--- src/rtl/mem_arb_pkg.sv ---
`default_nettype none
// ============================================================================
// Module  : mem_arb_pkg
// Brief   : Shared types and constants for the two-port memory bus arbiter.
// Rev     : 1.0  initial release
// ============================================================================
package mem_arb_pkg;

    localparam int ADDR_W_DEF = 6;
    localparam int DATA_W_DEF = 8;

    localparam logic CPU_PORT  = 1'b0;
    localparam logic LOAD_PORT = 1'b1;

    typedef enum logic [1:0] {
        ST_IDLE   = 2'd0,
        ST_ACCESS = 2'd1,
        ST_DONE   = 2'd2
    } state_t;

    function automatic logic [1:0] port_onehot(input logic port);
        return (port == LOAD_PORT) ? 2'b10 : 2'b01;
    endfunction

endpackage
`default_nettype wire

--- src/rtl/mem_bus_arbiter_rr.sv ---
`default_nettype none
// ============================================================================
// Module  : rr_arbiter2
// Brief   : Two-way round-robin winner select with a registered priority pointer.
// Rev     : 1.0  initial release
// ============================================================================
module rr_arbiter2
    import mem_arb_pkg::*;
(
    input  logic       clk,
    input  logic       reset,
    input  logic [1:0] i_req,
    input  logic       i_grant,
    output logic       o_valid,
    output logic       o_winner
);

    logic r_prio;

    always_comb begin
        o_valid  = |i_req;
        o_winner = CPU_PORT;
        case (i_req)
            2'b01:   o_winner = CPU_PORT;
            2'b10:   o_winner = LOAD_PORT;
            2'b11:   o_winner = r_prio;
            default: o_winner = CPU_PORT;
        endcase
    end

    // After any grant the other port becomes the favoured one.
    always_ff @(posedge clk) begin
        if (!reset) begin
            r_prio <= CPU_PORT;
        end else if (i_grant && o_valid) begin
            r_prio <= ~o_winner;
        end
    end

endmodule
`default_nettype wire

--- src/rtl/mem_bus_arbiter.sv ---
`default_nettype none
// ============================================================================
// Module  : mem_bus_arbiter
// Brief   : Shares one memory port between the CPU and the loader port.
// Rev     : 1.0  initial release
// ============================================================================
module mem_bus_arbiter
    import mem_arb_pkg::*;
#(
    parameter int ADDR_W      = ADDR_W_DEF,
    parameter int DATA_W      = DATA_W_DEF,
    parameter int WAIT_CYCLES = 1
) (
    input  logic              clk,
    input  logic              reset,
    input  logic [1:0]        req,
    input  logic [1:0]        wr,
    input  logic [ADDR_W-1:0] adr0,
    input  logic [ADDR_W-1:0] adr1,
    input  logic [DATA_W-1:0] wdata0,
    input  logic [DATA_W-1:0] wdata1,
    output logic [1:0]        gnt,
    output logic [1:0]        ack,
    output logic [DATA_W-1:0] rdata,
    output logic [ADDR_W-1:0] adr_bus,
    output logic              rd_mem,
    output logic              wr_mem,
    output logic [DATA_W-1:0] data_bus_out,
    input  logic [DATA_W-1:0] data_bus_in,
    output logic              busy
);

    localparam int CNT_W = (WAIT_CYCLES > 0) ? $clog2(WAIT_CYCLES + 1) : 1;

    state_t            r_state;
    state_t            w_next;
    logic [CNT_W-1:0]  r_wait_cnt;
    logic              r_owner;
    logic              r_wr;
    logic [ADDR_W-1:0] r_adr;
    logic [DATA_W-1:0] r_wdata;
    logic [DATA_W-1:0] r_rdata;

    logic              w_valid;
    logic              w_winner;
    logic              w_grant;
    logic              w_access_end;

    assign w_grant      = (r_state == ST_IDLE) && w_valid;
    assign w_access_end = (r_state == ST_ACCESS) && (r_wait_cnt == '0);

    rr_arbiter2 u_rr (
        .clk      (clk),
        .reset    (reset),
        .i_req    (req),
        .i_grant  (w_grant),
        .o_valid  (w_valid),
        .o_winner (w_winner)
    );

    always_ff @(posedge clk) begin
        if (!reset) begin
            r_state <= ST_IDLE;
        end else begin
            r_state <= w_next;
        end
    end

    always_comb begin
        w_next = r_state;
        case (r_state)
            ST_IDLE:   if (w_valid) w_next = ST_ACCESS;
            ST_ACCESS: if (r_wait_cnt == '0) w_next = ST_DONE;
            ST_DONE:   w_next = ST_IDLE;
            default:   w_next = ST_IDLE;
        endcase
    end

    // Address, direction and write data are frozen at grant so requesters
    // may change their inputs freely while the access is in flight.
    always_ff @(posedge clk) begin
        if (!reset) begin
            r_wait_cnt <= '0;
            r_owner    <= CPU_PORT;
            r_wr       <= 1'b0;
            r_adr      <= '0;
            r_wdata    <= '0;
            r_rdata    <= '0;
        end else begin
            if (w_grant) begin
                r_owner    <= w_winner;
                r_wr       <= wr[w_winner];
                r_adr      <= (w_winner == LOAD_PORT) ? adr1 : adr0;
                r_wdata    <= (w_winner == LOAD_PORT) ? wdata1 : wdata0;
                r_wait_cnt <= CNT_W'(WAIT_CYCLES);
            end else if ((r_state == ST_ACCESS) && (r_wait_cnt != '0)) begin
                r_wait_cnt <= r_wait_cnt - CNT_W'(1);
            end
            if (w_access_end && !r_wr) begin
                r_rdata <= data_bus_in;
            end
        end
    end

    assign rd_mem       = (r_state == ST_ACCESS) && !r_wr;
    assign wr_mem       = (r_state == ST_ACCESS) &&  r_wr;
    assign gnt          = (r_state != ST_IDLE) ? port_onehot(r_owner) : 2'b00;
    assign ack          = (r_state == ST_DONE) ? port_onehot(r_owner) : 2'b00;
    assign busy         = (r_state != ST_IDLE);
    assign adr_bus      = r_adr;
    assign data_bus_out = r_wdata;
    assign rdata        = r_rdata;

endmodule
`default_nettype wire

--- config.mk ---
export PLATFORM = sky130hd
export DESIGN_NAME = mem_bus_arbiter
export DESIGN_NICKNAME = d
export VERILOG_FILES = /design/src/rtl/mem_arb_pkg.sv /design/src/rtl/mem_bus_arbiter_rr.sv /design/src/rtl/mem_bus_arbiter.sv
export SDC_FILE = /design/constraint.sdc
export NUM_CORES = 1
export LEC_CHECK = 0
export CAP_MARGIN = 30
export CORE_ASPECT_RATIO = 1.75
export CORE_UTILIZATION = 39
export CTS_BUF_LIST = sky130_fd_sc_hd__clkbuf_16
export DETAILED_ROUTE_END_ITERATION = 10
export PLACE_DENSITY_LB_ADDON = 0.1
export SETUP_SLACK_MARGIN = 0.3
export SYNTH_ARGS = -nofsm -noshare
export SYNTH_HDL_FRONTEND = slang
export SYNTH_SLANG_ARGS = --single-unit
--- constraint.sdc ---
create_clock -name clk -period 1.5 [get_ports clk]
set_input_delay 0.225 -clock clk [delete_from_list [all_inputs] [get_ports clk]]
set_output_delay 0.225 -clock clk [all_outputs]
set_load 0.03 [all_outputs]
==> impl_metrics.json <==
{
  "regArea_um2": 571,
  "rsz0062_at_grt": "true",
  "clk-insertion-delay-late_ps": 260,
  "hp-class": "flip-flop to flip-flop",
  "diodes": 0,
  "drt_iter0_markers": 35,
  "finalHoldViolations": 0,
  "globalplace.congestion": 0.737,
  "worstPathRequired_ps": 1270,
  "die_w_um": 47.2,
  "critical_path_arrival_ps": 1230,
  "p_leak_nw": 1.10,
  "power_mw": 2.38,
  "start_util": 0.410,
  "internal-power_mw": 1.64,
  "synthesis.area_mm2": 0.00139,
  "die_height_um": 81.1,
  "antenna_found_initial": 0,
  "async_flop_share": 0,
  "core_mm2": 0.00340,
  "fill_cells": 261,
  "power_frac_comb": 0.380,
  "setup_violations": 0,
  "critPathKind": "flip-flop to output pin",
  "h-tree-depth": 1,
  "grtUsageMet3": 0.0244,
  "clock-root-buffer": "clkbuf_16",
  "clkPwrFrac": 0.248,
  "placementRows": 28,
  "crit_fanout": 5,
  "layout_common_cells": "39 x clkdlybuf4s50_1, 24 x dfxtp_1, 20 x buf_4",
  "startpoint_type": "flip-flop",
  "slew_headroom": 0.802,
  "syn_area_per_cell_um2": 9.16,
  "boundaryPins": 71,
  "route.detailed.drc": 0,
  "cts_tree": "built",
  "synth_fp_nets": 194,
  "grt_pass1_vias": 1527,
  "clk_path_buf_depth": 2,
  "status": "complete, no violations",
  "synth_seq_area_share": 0.403,
  "grt_pass1_wl_mm": 6.49,
  "synth_edf_count": 0,
  "die_area_mm2": 0.00382,
  "yosys_warnings": 0,
  "fin_crit_sh": 0.973,
  "fin_worst_skew_ps": 1.24,
  "layout.cells.most_common": "clkdlybuf4s50_1",
  "globalRoute.busiestLayer": "met2",
  "grt_max_degree": 29,
  "port-buffer-count": 70,
  "cts_num_sinks": 28,
  "pre_cts_ws_ps": -133,
  "synth_area_leader_cell": "dfxtp_1",
  "max_freq_mhz": 685,
  "syn_inst": 152,
  "switching_share": 0.310,
  "vias": 1520,
  "viasPerCell": 5.28,
  "switchingPower_mw": 0.738,
  "ys_ff_latch": 28,
  "synth_ff_type": "dfxtp_1",
  "cts-buffers-inserted": 3,
  "drv_slew": 0,
  "crit_path_end_kind": "output pin",
  "setup_ws_ps": 40.0,
  "wl_per_cell_um": 14.5,
  "grt_use_met1": 0.254,
  "yosysTopAreaCellShare": 0.403,
  "area_growth_pct": 76.2,
  "routed_wl_mm": 4.17,
  "drv_cap": 0,
  "drtAntennaViolNets": 0,
  "synth_cell_types": 27,
  "path_clk_slew_ps": 60,
  "max-vdd-ir-drop_mv": 0.766,
  "layout_min_cycle_time_ps": 1460,
  "dr.pass1.iters": 4,
  "grt_usage": 0.230,
  "multi_input_area_um2": 836,
  "power_density_mw_per_mm2": 969,
  "hpwlAfterDp_mm": 2.80,
  "overflow": 0,
  "synthTopCellsByArea": "dfxtp_1 40%, o311a_1 11%, a21boi_0 9.2%, o21bai_1 7.5%, and3_1 6.7%",
  "drive_above_1_share": 0.337,
  "final_nets": 287,
  "pwr-share-seq": 0.372,
  "worstMarginPinSlew_ps": 298,
  "grt_util_met2": 0.422
}
[layout make-up]
cell class / instances / area share
repair buffers: 101 / 0.367
inverters: 2 / 0.00612
multi-input cells: 109 / 0.341
flip-flops and latches: 28 / 0.233
well taps: 45 / 0.0229
clock buffers: 3 / 0.0306
[logic make-up after synthesis]
family	Yosys count	synth area share
AOI/OAI and AO/OA	60	0.344
and+or+nand+nor	49	0.203
buffers and inverters	15	0.0503
DFF	28	0.403
[power by group through the flow]
stage	Sequential, mW	Combinational, mW	Clock (mW)
2_1_floorplan	1.02	0.329	0
3_3_place_gp	0.892	0.784	0
3_5_place_dp	0.897	0.803	0
4_1_cts	0.881	0.866	0.601
5_1_grt	0.893	0.966	0.637
6_report	0.884	0.903	0.591
[critical path, cell delays in order (launching register included)]
cell     delay [ps]
dfxtp_4         370
buf_6           120
or2b_4          270
nor2_4           90
buf_6           130
[synth_stat cells, drive strengths merged (2+ instances only)]
library cell	number
o21bai	14
nor2	6
and3	15
nand2	18
o311a	15
clkbuf	8
dfxtp	28
o21ai	4
inv	2
a21boi	26
buf	5
nor3b	2
[stage by stage]
step / cell area [µm²] / hold slack (ps) / TNS [ps] / cells / util
floorplan: 1430 / 360 / 0 / 152 / -
global placement: 2240 / 440 / -939 / 270 / 0.660
detailed placement: 2240 / 451 / -1620 / 270 / 0.660
CTS: 2460 / 460 / 0 / 283 / 0.723
global route: 2450 / 475 / -5.95 / 288 / 0.722
finish: 2450 / 454 / 0 / 288 / 0.722
[routing by layer]
layer / share of wire / wire, µm
met5: 0 / 0
met4: 0.015 / 62
met3: 0.035 / 147
met2: 0.56 / 2330
met1: 0.39 / 1620
[worst paths after layout]
| check | startpoint | to | slack [ps] | depth (start not counted) |
|---|---|---|---|---|
| worst max-delay path | r_state[1] | wr_mem | 40 | 4 |
| worst min-delay path | rdata[3] | rdata[3] | 450 | 2 |
| worst max register to register | r_state[1] | rdata[4] | 140 | 7 |
| worst min register to register | rdata[3] | rdata[3] | 450 | 2 |
[sequential cells by signal (all words and copies together), names as in the netlist]
register,count
r_owner,1
r_state,2
u_rr.r_prio,1
data_bus_out,8
r_wait_cnt,1
r_wr,1
adr_bus,6
rdata,8
[timing repair]
item                                    CTS  global route
hold buffers                              0             0
gates cloned                              2             0
resized for setup                        81            40
setup buffers                             8             5
endpoints found under the setup margin   53            51
pin swaps                                17             8
Note: power is estimated with default switching activity, not from simulation.
